--- src/rtl/clkdiv_pkg.sv ---
// Shared types and constants for the divided-clock ratio detector.
// Holds the FSM state encoding, length limits and the length-to-code map.
package clkdiv_pkg;

  localparam int MAX_LEN = 8;
  localparam int CODE_W  = 3;
  localparam int LEN_W   = 4;

  typedef enum logic [1:0] {
    ST_IDLE,
    ST_SYNC,
    ST_MEASURE,
    ST_LOCKED
  } state_t;

  // A half-period of L clkin cycles corresponds to division code L-1.
  function automatic logic [CODE_W-1:0] len2code(
    input logic [LEN_W-1:0] len
  );
    logic [LEN_W-1:0] t;
    t = len - 4'd1;
    return t[CODE_W-1:0];
  endfunction

endpackage

--- src/rtl/clkdiv_sync_2ff.sv ---
// Two-flop synchronizer for a single asynchronous bit.
// Ports: i_clk, i_rstn (async, active-low), i_d (async in), o_q (synced out).
module sync_2ff (
  input  logic i_clk,
  input  logic i_rstn,
  input  logic i_d,
  output logic o_q
);

  logic r_s1;
  logic r_s2;

  always_ff @(posedge i_clk or negedge i_rstn) begin
    if (!i_rstn) begin
      r_s1 <= 1'b0;
      r_s2 <= 1'b0;
    end else begin
      r_s1 <= i_d;
      r_s2 <= r_s1;
    end
  end

  assign o_q = r_s2;

endmodule

--- src/rtl/clkdiv_ratio_detect.sv ---
// Recovers the division code of an even 50%-duty divided clock by
// measuring its half-period in clkin cycles and locking on repeats.
// Ports: clkin, rstn (async, active-low), clkdiv_in (measured clock),
//   enable (run level), divbyvalue_out (code d), locked (code valid),
//   ratio_err (1-cycle pulse on bad measurement), loss (no edges).
module clkdiv_ratio_detect
  import clkdiv_pkg::*;
#(
  parameter int LOCK_COUNT = 4,
  parameter int TIMEOUT    = 32
) (
  input  logic              clkin,
  input  logic              rstn,
  input  logic              clkdiv_in,
  input  logic              enable,
  output logic [CODE_W-1:0] divbyvalue_out,
  output logic              locked,
  output logic              ratio_err,
  output logic              loss
);

  localparam int RL_W = 6;
  localparam logic [RL_W-1:0]  TMO = RL_W'(TIMEOUT);
  localparam logic [LEN_W-1:0] LCK = LEN_W'(LOCK_COUNT);
  localparam logic [RL_W-1:0]  MXL = RL_W'(MAX_LEN);

  state_t            r_state;
  state_t            w_state_nxt;
  logic              r_hist;
  logic [RL_W-1:0]   r_run_len;
  logic [RL_W-1:0]   w_run_len_nxt;
  logic [LEN_W-1:0]  r_cand;
  logic [LEN_W-1:0]  w_cand_nxt;
  logic [LEN_W-1:0]  r_match;
  logic [LEN_W-1:0]  w_match_nxt;
  logic [LEN_W-1:0]  w_match_inc;
  logic [CODE_W-1:0] r_div;
  logic [CODE_W-1:0] w_div_nxt;
  logic              r_locked;
  logic              w_locked_nxt;
  logic              r_err;
  logic              w_err_nxt;
  logic              r_loss;
  logic              w_loss_nxt;

  logic              w_s2;
  logic              w_edge;
  logic              w_tmo;
  logic              w_len_ok;
  logic [LEN_W-1:0]  w_len;

  sync_2ff u_sync (
    .i_clk  (clkin),
    .i_rstn (rstn),
    .i_d    (clkdiv_in),
    .o_q    (w_s2)
  );

  // History tracks the synced level every cycle, so the level is
  // already current when IDLE hands over to SYNC.
  assign w_edge      = w_s2 ^ r_hist;
  assign w_tmo       = (r_run_len == TMO);
  assign w_len_ok    = (r_run_len != '0) && (r_run_len <= MXL);
  assign w_len       = r_run_len[LEN_W-1:0];
  assign w_match_inc = r_match + 4'd1;

  always_comb begin
    w_run_len_nxt = r_run_len;
    if (!enable || (r_state == ST_IDLE)) begin
      w_run_len_nxt = '0;
    end else if (w_edge) begin
      w_run_len_nxt = 6'd1;
    end else if (!w_tmo) begin
      w_run_len_nxt = r_run_len + 6'd1;
    end
  end

  always_comb begin
    w_state_nxt  = r_state;
    w_cand_nxt   = r_cand;
    w_match_nxt  = r_match;
    w_div_nxt    = r_div;
    w_locked_nxt = r_locked;
    w_loss_nxt   = r_loss;
    w_err_nxt    = 1'b0;
    if (!enable) begin
      w_state_nxt  = ST_IDLE;
      w_locked_nxt = 1'b0;
      w_loss_nxt   = 1'b0;
      w_cand_nxt   = '0;
      w_match_nxt  = '0;
    end else begin
      unique case (r_state)
        ST_IDLE: begin
          w_state_nxt  = ST_SYNC;
          w_locked_nxt = 1'b0;
        end
        ST_SYNC: begin
          // First edge ends a partial period: discard it.
          if (w_edge) begin
            w_state_nxt = ST_MEASURE;
            w_cand_nxt  = '0;
            w_match_nxt = '0;
            w_loss_nxt  = 1'b0;
          end else if (w_tmo) begin
            w_loss_nxt   = 1'b1;
            w_locked_nxt = 1'b0;
          end
        end
        ST_MEASURE: begin
          if (w_edge) begin
            if (!w_len_ok) begin
              w_err_nxt   = 1'b1;
              w_cand_nxt  = '0;
              w_match_nxt = '0;
            end else if (w_len == r_cand) begin
              w_match_nxt = w_match_inc;
              if (w_match_inc == LCK) begin
                w_state_nxt  = ST_LOCKED;
                w_div_nxt    = len2code(r_cand);
                w_locked_nxt = 1'b1;
              end
            end else begin
              w_cand_nxt  = w_len;
              w_match_nxt = 4'd1;
            end
          end else if (w_tmo) begin
            w_state_nxt  = ST_SYNC;
            w_loss_nxt   = 1'b1;
            w_locked_nxt = 1'b0;
          end
        end
        ST_LOCKED: begin
          if (w_edge) begin
            if (!w_len_ok) begin
              w_err_nxt    = 1'b1;
              w_locked_nxt = 1'b0;
              w_cand_nxt   = '0;
              w_match_nxt  = '0;
              w_state_nxt  = ST_MEASURE;
            end else if (w_len != r_cand) begin
              w_err_nxt    = 1'b1;
              w_locked_nxt = 1'b0;
              w_cand_nxt   = w_len;
              w_match_nxt  = 4'd1;
              w_state_nxt  = ST_MEASURE;
            end
          end else if (w_tmo) begin
            w_state_nxt  = ST_SYNC;
            w_loss_nxt   = 1'b1;
            w_locked_nxt = 1'b0;
          end
        end
        default: begin
          w_state_nxt = ST_IDLE;
        end
      endcase
    end
    // Edges are at least one cycle apart and a bad measurement always
    // leaves LOCKED, but keep the pulse strictly single-cycle anyway.
    w_err_nxt = w_err_nxt & ~r_err;
  end

  always_ff @(posedge clkin or negedge rstn) begin
    if (!rstn) begin
      r_state   <= ST_IDLE;
      r_hist    <= 1'b0;
      r_run_len <= '0;
      r_cand    <= '0;
      r_match   <= '0;
      r_div     <= '0;
      r_locked  <= 1'b0;
      r_err     <= 1'b0;
      r_loss    <= 1'b0;
    end else begin
      r_state   <= w_state_nxt;
      r_hist    <= w_s2;
      r_run_len <= w_run_len_nxt;
      r_cand    <= w_cand_nxt;
      r_match   <= w_match_nxt;
      r_div     <= w_div_nxt;
      r_locked  <= w_locked_nxt;
      r_err     <= w_err_nxt;
      r_loss    <= w_loss_nxt;
    end
  end

  assign divbyvalue_out = r_div;
  assign locked         = r_locked;
  assign ratio_err      = r_err;
  assign loss           = r_loss;

endmodule
--- config.mk ---
export PLATFORM = sky130hd
export DESIGN_NAME = clkdiv_ratio_detect
export DESIGN_NICKNAME = d
export VERILOG_FILES = /design/src/rtl/clkdiv_pkg.sv /design/src/rtl/clkdiv_sync_2ff.sv /design/src/rtl/clkdiv_ratio_detect.sv
export SDC_FILE = /design/constraint.sdc
export NUM_CORES = 1
export LEC_CHECK = 0
export CAP_MARGIN = 20
export CORE_MARGIN = 2
export CORE_UTILIZATION = 25
export DETAILED_ROUTE_END_ITERATION = 7
export PLACE_DENSITY = 0.49
export SYNTH_ARGS = -nofsm -noshare
export SYNTH_HDL_FRONTEND = slang
export SYNTH_HIERARCHICAL = 1
export SYNTH_SLANG_ARGS = --single-unit
--- constraint.sdc ---
create_clock -name clkin -period 3.5 [get_ports clkin]
set_clock_uncertainty 0.2 [all_clocks]
set_input_delay 0.7 -clock clkin [delete_from_list [all_inputs] [get_ports clkin]]
set_output_delay 0.7 -clock clkin [all_outputs]
set_load 0.005 [all_outputs]
==> results.rst, run 1 <==
.. list-table::
   :header-rows: 1

   * - Metric
     - Value
   * - Outcome
     - complete, no violations
   * - Effective utilization at floorplan
     - 0.260
   * - Fill cell total of the finished layout
     - 625
   * - Post-detailed-placement cell area
     - 0.00173 sq mm
   * - Worst path slowest cell
     - sky130_fd_sc_hd__or4_4
   * - Clock root buffer master
     - sky130_fd_sc_hd__clkbuf_8
   * - P per Cell Area
     - between 400 and 500 mW/mm^2
   * - Endpoint class of the critical path
     - flip-flop
   * - Worst slew slack as a fraction of its limit
     - 0.599
   * - Worst Slack Setup Final
     - 896 ps
   * - CP Data Arrival Time
     - 2580 ps
   * - Post-detail-place hpwl
     - 2480 um
   * - Capturing point of the worst reg2reg path
     - locked
   * - Worst hold path class
     - flip-flop to flip-flop
   * - Critical hold path startpoint
     - u_sync/r_s1
   * - Num rows
     - 28
   * - Quantity of I/O buffers inserted on ports
     - 9
   * - Post-layout instance area
     - 0.00178 sq mm
   * - Dominant combinational cell family by area after synthesis
     - simple AND/OR/NAND/NOR gates
   * - Adder and majority gate portion of the synthesized area
     - 0.0731
   * - Worst r2r src
     - r_run_len[0]
   * - Mean cell area of the mapped netlist
     - roughly 9.6 sq um
   * - Max-slew violations
     - 0
   * - IO Pins
     - 10
   * - Post-CTS Hold Buffers
     - 0
   * - List of cells traversed by the critical path
     - xor2_1, or4_4, or4_4, a21o_1, o32ai_1
   * - Required time of the critical path
     - 3480 ps
   * - Drt drc
     - 0
   * - Ys Warns
     - 6
   * - Die extent in x
     - 82.5 um
   * - Critical path type
     - flip-flop to flip-flop
   * - Worst slew pin tran
     - 601 ps
   * - Total Wirelength
     - 3460 um
   * - Max Clk Rate
     - 0.384 GHz
   * - Clock insertion delay at the later pin of the skew report
     - about 280 ps
   * - Async set-reset flop share out of synthesis
     - 1.00
   * - Gr ovfl total
     - 0
   * - Post-Synth Simple-Gate Area
     - 0.215
   * - Largest net degree at the start of global routing
     - 26
   * - Die ar.
     - 0.00680 sq mm
   * - Total iterations of the first detailed-routing run
     - 4
   * - Wire length of the first global-routing pass
     - 5980 um
   * - Clk pin slew, worst setup/hold paths
     - 100 ps
   * - Kind of launch point of the worst setup path
     - flip-flop
   * - Total number of clock tree sinks
     - 25
   * - Number of buffers between clock root and the deepest sink
     - 2
   * - TritonCTS clock tree
     - built
   * - Clock buffers created by TritonCTS
     - 3
   * - First DRT Iteration DRCs
     - 68
   * - Path depth of the worst reg2reg path
     - 5
   * - Average wire per standard cell
     - 13.9 um
   * - Proportion of synthesized chip area in sequential cells
     - 0.406
   * - Setup repair after global routing missed its margin
     - no
   * - Fraction of the cycle the final worst path needs
     - 0.744
   * - Global placement routability congestion
     - 0.794
   * - Most frequent cells in the layout
     - 25 x sky130_fd_sc_hd__dfrtp_1, 14 x sky130_fd_sc_hd__nand3_1, 13 x sky130_fd_sc_hd__nor2_1, 10 x sky130_fd_sc_hd__xor2_1
   * - Final critical-path required period
     - 2600 ps
   * - Biggest cell delay along the critical path
     - ~560 ps
   * - Number of library cell types mapped by synthesis
     - 41
   * - Post-detailed-route count of antenna-violating nets
     - 0
   * - Register bit total from synthesis
     - 25
   * - Post-cts resize count
     - 0
   * - Synth Area in XOR/XNOR
     - 0.0796
   * - Number of instances in the synthesized netlist
     - 160
   * - Final core area utilization
     - 0.301
   * - Floorplan Core Area
     - 0.00592 sq mm
   * - Fraction of the mapped netlist area in compound gates
     - 0.170
   * - Global routing usage summed across all routing layers
     - 0.116
   * - Synth Flop Type
     - sky130_fd_sc_hd__dfrtp_1
   * - Final setup fails
     - 0
   * - Worst supply voltage drop on vdd
     - approximately 180 uV
   * - Die Span Y
     - a little over 80 um
   * - Maximum Capacitance Violations
     - 0
   * - Register-to-Register Setup Slack
     - 900 ps
   * - Net total in the final layout
     - between 150 and 200
   * - CP max FO
     - 7
   * - Worst slack after detailed placement
     - 763 ps
   * - Via/cell ratio
     - 4.90
   * - Most common cell on crit path
     - sky130_fd_sc_hd__or4_4
   * - Hold Crit Endpoint
     - u_sync/o_q
   * - H-tree levels
     - 1
   * - Antenna violations before repair
     - 0
   * - Top cells by area, synth
     - sky130_fd_sc_hd__dfrtp_1 41%, sky130_fd_sc_hd__ha_1 7.3%, sky130_fd_sc_hd__xor2_1 5.7%
   * - Gate family responsible for the most delay along the worst path
     - simple AND/OR/NAND/NOR gates
   * - Most frequent standard cell in the layout excluding fill and tap cells
     - sky130_fd_sc_hd__dfrtp_1
   * - Post-synthesis instance area
     - 0.00154 sq mm
   * - Hold violation total from the final report
     - 0
   * - Post-synthesis to final-layout area growth
     - 15.8%
   * - Share of cells above drive strength 1
     - 0.103
   * - Post-CTS Setup Inserts
     - 0
   * - Number of enable-type register cells in the synthesized netlist
     - 0
   * - Vias post-DR
     - 1220
   * - Final sum of negative setup slack
     - 0 ps
   * - Mux share of post-synthesis cell area
     - 0.0211
   * - Share of Yosys cell area claimed by the top area cell type
     - 0.406
   * - Number of buffer and inverter stages on the critical path
     - 0
   * - Syn_nets
     - 173
   * - Largest area contributor in the synthesized netlist
     - sky130_fd_sc_hd__dfrtp_1
   * - Vias in the first global route
     - 1233
   * - Antenna diodes
     - 0
   * - Worst hold path depth
     - 0
   * - Static leakage power
     - around 0.00077 uW
## synth_stat cells, types with 3 or more instances
library cell and count:
sky130_fd_sc_hd__o32ai_1 3, sky130_fd_sc_hd__inv_1 9, sky130_fd_sc_hd__a21oi_1 8, sky130_fd_sc_hd__xnor2_1 4
sky130_fd_sc_hd__o21ai_0 7, sky130_fd_sc_hd__and3_1 4, sky130_fd_sc_hd__nor2_1 13, sky130_fd_sc_hd__nor2b_1 3
sky130_fd_sc_hd__nor3_1 3, sky130_fd_sc_hd__nand3b_1 3, sky130_fd_sc_hd__ha_1 9, sky130_fd_sc_hd__a32o_1 4
sky130_fd_sc_hd__nand2_1 9, sky130_fd_sc_hd__dfrtp_1 25, sky130_fd_sc_hd__nand2b_1 3, sky130_fd_sc_hd__nand3_1 14
sky130_fd_sc_hd__xor2_1 10
## how the worst max path moves through the flow
stage | start | end | slack [ps] | cells past startpoint
2_1_floorplan | r_run_len[0] | locked | 1020 | 6
3_3_place_gp | enable | divbyvalue_out[2] | 740 | 5
3_5_place_dp | enable | divbyvalue_out[2] | 760 | 5
4_1_cts | r_run_len[0] | locked | 890 | 5
5_1_grt | r_run_len[0] | r_cand[2] | 720 | 7
6_report | r_run_len[0] | locked | 900 | 5
## logic make-up after synthesis
family | Yosys count
AOI/OAI and AO/OA | 35
DFF | 25
and+or+nand+nor | 62
muxes | 3
buffers and inverters | 12
adders and majority gates | 9
xor gates and xnor gates | 14
## stage by stage
stage          total power [uW]  instances  hold slack [ps]
6_report                    871        249              158
5_1_grt                     947        249              167
4_1_cts                     883        249              160
3_5_place_dp                687        245              136
3_3_place_gp                689        245              134
2_1_floorplan               604        160              131
## flip-flops by register name, summed over array words and instances, names as in the netlist
register	count
ratio_err	1
u_sync/r_s1	1
u_sync/o_q	1
r_cand	4
locked	1
r_run_len	6
r_hist	1
loss	1
divbyvalue_out	3
r_match	4
r_state	2
## per-layer routing
metal / share of wire / up-vias / routed length [um] / track usage
met2: 0.44 / 24 / 1520 / 0.175
met5: 0 / - / 0 / 0
met1: 0.51 / 582 / 1760 / 0.166
li1: - / 612 / - / -
met3: 0.040 / 2 / 138 / 0.0283
met4: 0.0093 / 0 / 32 / 0.0328
## power breakdown
| part | switching, uW | internal, uW |
|---|---|---|
| clock network | 106 | 83.7 |
| logic | 208 | 134 |
| registers | 28.7 | 311 |
| total | 343 | 528 |
## worst register-to-register path: stages, from the launching register on
cell	delay, ps
sky130_fd_sc_hd__dfrtp_1	480
sky130_fd_sc_hd__xor2_1	220
sky130_fd_sc_hd__or4_4	560
sky130_fd_sc_hd__or4_4	550
sky130_fd_sc_hd__a21o_1	230
sky130_fd_sc_hd__o32ai_1	280
## layout make-up
class                      count  area [sq um]  share of cell area
multi-input combinational    123           861               0.482
sequential                    25           626               0.351
timing repair buffer          13           120              0.0673
tap                           75          93.8              0.0526
clock buffer                   3          41.3              0.0231
inverter                       9          33.8              0.0189
clock inverter                 1          8.76             0.00491
No activity file was read; power rests on OpenSTA's default activity.
==> run 2, diff against run 1 <==
--- a/config.mk
+++ b/config.mk
@@ -9,7 +9,7 @@
 export CORE_MARGIN = 2
 export CORE_UTILIZATION = 25
 export DETAILED_ROUTE_END_ITERATION = 7
-export PLACE_DENSITY = 0.49
+export PLACE_DENSITY = 0.51
 export SYNTH_ARGS = -nofsm -noshare
 export SYNTH_HDL_FRONTEND = slang
 export SYNTH_HIERARCHICAL = 1
==> constraint.sdc (replaced) <==
create_clock -name clkin -period 2.15 [get_ports clkin]
set_clock_uncertainty 0.2 [all_clocks]
set_input_delay 0.43 -clock clkin [delete_from_list [all_inputs] [get_ports clkin]]
set_output_delay 0.43 -clock clkin [all_outputs]
set_load 0.005 [all_outputs]
==> run 2 against run 1 <==
The run now ends with negative setup slack left. Critical endpoint is now r_state[0]. Core utilization rose by 8.2 points. Via count rose by 16%. Maximum frequency rose by 11%. Global-route usage rose by 1.6 points. Largest cell class unchanged. Setup slack got worse by 1100 ps. Total power rose by 110%. Combinational power rose to 3.0 times the previous value. Final cell count rose by 19%. Sequential share of layout area fell by 7.5 points. Critical path depth did not move.
==> results.rst, run 2 (synthesis gave the netlist of run 1 again) <==
.. list-table::
   :header-rows: 1

   * - Metric
     - Value
   * - Setup repair after global routing missed its margin
     - yes
   * - Worst slew pin tran
     - 563 ps (-37.1 ps)
   * - Via/cell ratio
     - 4.80 (-2.0%)
   * - Post-CTS Hold Buffers
     - 0 (unchanged)
   * - Largest net degree at the start of global routing
     - 26 (unchanged)
   * - Biggest cell delay along the critical path
     - 540 ps (-20 ps)
   * - Most frequent standard cell in the layout excluding fill and tap cells
     - sky130_fd_sc_hd__buf_4
   * - Max Clk Rate
     - 0.427 GHz (+11%)
   * - Max-slew violations
     - 0 (unchanged)
   * - Worst supply voltage drop on vdd
     - 296 uV (+68%)
   * - Placed Cells incl. Taps
     - 284 (+16%)
   * - Effective utilization at floorplan
     - 0.260 (unchanged)
   * - Worst Slack Setup Final
     - -194 ps (-1090 ps)
   * - List of cells traversed by the critical path
     - xor2_1, or4_4, or4_4, a211oi_2, o32ai_2
   * - First DRT Iteration DRCs
     - 69 (+1.5%)
   * - Net total in the final layout
     - 235 (+25%)
   * - Floorplan Core Area
     - 0.00592 sq mm (unchanged)
   * - Clock root buffer master
     - sky130_fd_sc_hd__clkbuf_8
   * - Vias post-DR
     - 1421 (+16%)
   * - IO Pins
     - 10 (unchanged)
   * - Worst hold path class
     - flip-flop to flip-flop
   * - Final setup fails
     - 11 (+11)
   * - P per Cell Area
     - 819 mW/mm^2 (+68%)
   * - Drt drc
     - 0 (unchanged)
   * - Required time of the critical path
     - 2110 ps (-1370 ps)
   * - Global routing usage summed across all routing layers
     - 0.132 (+0.0159)
   * - Share of cells above drive strength 1
     - 0.348 (+0.245)
   * - Largest registers ranked by flip-flop count
     - r_run_len: 6 flops, r_cand: 4 flops, r_match: 4 flops
   * - Kind of launch point of the worst setup path
     - flip-flop
   * - Register-to-Register Setup Slack
     - -190 ps (-1090 ps)
   * - Clock insertion delay at the later pin of the skew report
     - 280 ps (about the same)
   * - Endpoint class of the critical path
     - flip-flop
   * - Antenna violations before repair
     - 0 (unchanged)
   * - Critical path type
     - flip-flop to flip-flop
   * - Maximum Capacitance Violations
     - 0 (unchanged)
   * - Num rows
     - 28 (unchanged)
   * - Fill cell total of the finished layout
     - 595 (-4.8%)
   * - Die ar.
     - 0.00680 sq mm (unchanged)
   * - Total number of clock tree sinks
     - 25 (unchanged)
   * - Number of buffers between clock root and the deepest sink
     - 2 (unchanged)
   * - Most frequent cells in the layout
     - 49 x sky130_fd_sc_hd__buf_4, 25 x sky130_fd_sc_hd__dfrtp_1, 13 x sky130_fd_sc_hd__nor2_1, 13 x sky130_fd_sc_hd__nand3_1
   * - Number of flip-flops in the largest register
     - 6 (unchanged)
   * - Post-synthesis to final-layout area growth
     - 47.2%
   * - Total Wirelength
     - 4060 um (+17%)
   * - Wire length of the first global-routing pass
     - 6840 um (+14%)
   * - Antenna diodes
     - 0 (unchanged)
   * - Vias in the first global route
     - 1473 (+19%)
   * - Final critical-path required period
     - 2340 ps (-259 ps)
   * - Gr ovfl total
     - 0 (unchanged)
   * - Non-filler cells, final
     - 296 (+19%)
   * - Post-detail-place hpwl
     - 2860 um (+15%)
   * - Die Span Y
     - 82.5 um (unchanged)
   * - Violations in the final reports
     - negative setup slack
   * - Worst path slowest cell
     - sky130_fd_sc_hd__or4_4
   * - Final sum of negative setup slack
     - -1500 ps (-1500 ps)
   * - Quantity of I/O buffers inserted on ports
     - 9 (unchanged)
   * - Worst slew slack as a fraction of its limit
     - 0.622 (+0.0227)
   * - H-tree levels
     - 1 (unchanged)
   * - Outcome
     - finished with violations
   * - Largest reg by FF count
     - r_run_len
   * - Post-detailed-route count of antenna-violating nets
     - 0 (unchanged)
   * - Hold violation total from the final report
     - 0 (unchanged)
   * - Multi-input gate area
     - 983 sq um (+14%)
   * - Most common cell on crit path
     - sky130_fd_sc_hd__or4_4
   * - TritonCTS clock tree
     - built
   * - Pwr Total
     - 1860 uW (+110%)
   * - Average wire per standard cell
     - 13.7 um (-1.3%)
   * - Total iterations of the first detailed-routing run
     - 4 (unchanged)
   * - Register area
     - 626 sq um (unchanged)
   * - Clock buffers created by TritonCTS
     - 3 (unchanged)
   * - CP max FO
     - 4 (-3)
   * - Clk pin slew, worst setup/hold paths
     - 100 ps (about the same)
   * - Fraction of the cycle the final worst path needs
     - 1.09 (+0.347)
   * - Worst slack after detailed placement
     - -189 ps (-951 ps)
   * - CP Data Arrival Time
     - 2300 ps (-280 ps)
   * - Static leakage power
     - 0.00104 uW (+35%)
   * - Global placement routability congestion
     - 0.794 (about the same)
   * - Die extent in x
     - 82.5 um (unchanged)
run 2: changes by cell type in the layout (fill, tap and decap cells not counted), moves of 2 or more:
cell                       change
sky130_fd_sc_hd__o32ai_2       +2
sky130_fd_sc_hd__buf_6         +2
sky130_fd_sc_hd__xor2_1        -2
sky130_fd_sc_hd__a211oi_1      -2
sky130_fd_sc_hd__o32ai_1       -2
sky130_fd_sc_hd__a211oi_2      +2
sky130_fd_sc_hd__buf_4        +45
run 2: report_power, final:
| group | internal, uW | switching, uW | leakage (uW) |
|---|---|---|---|
| sequential | 506 | 32.4 | 0.000334 |
| clock | 136 | 173 | 0.0000261 |
| combinational | 517 | 491 | 0.000685 |
| total | 1160 | 697 | 0.00104 |
run 2: final timing paths:
| check | startpoint | to | cells after the start |
|---|---|---|---|
| max | r_run_len[1] | r_state[0] | 5 |
| min | u_sync/r_s1 | u_sync/o_q | 0 |
| max reg2reg | r_run_len[1] | r_state[0] | 5 |
| min reg2reg | u_sync/r_s1 | u_sync/o_q | 0 |
| max in group asynchronous | rstn | r_match[3] | 2 |
| min in group asynchronous | rstn | loss | 2 |
run 2: timing repair:
action | CTS | global route
buffers inserted | 7 | 1
resized for setup | 13 | 6
endpoints found under the setup margin | 12 | 14
pin swaps | 3 | 1
run 2: layout make-up:
type	count	share of cell area
clock inverter	1	0.00386
tap	75	0.0414
sequential	25	0.276
multi-input combinational	123	0.434
clock buffer	3	0.0182
inverter	9	0.0149
timing repair buffer	60	0.212
run 2: through the flow:
step	cell area (sq um)	utilization	hold slack (ps)
global placement	2040	0.345	136
finish	2270	0.383	171
global route	2270	0.383	176
detailed placement	2040	0.345	136
floorplan	1560	-	-65.6
CTS	2230	0.376	173
run 2: worst max-delay path: cells and delay by family, from the launching register on:
kind             cells  cell delay (ps)
AND/OR/NAND/NOR      2             1000
AO/OA/AOI/OAI        2              450
flip-flops           1              430
XOR/XNOR             1              160
run 2: layer usage:
| metal | vias to the layer above | track usage | wire length, um |
|---|---|---|---|
| li1 | 703 | - | - |
| met1 | 689 | 0.172 | 1870 |
| met5 | - | 0 | 0 |
| met2 | 24 | 0.226 | 2030 |
| met4 | 0 | 0.0279 | 29 |
| met3 | 5 | 0.0293 | 135 |
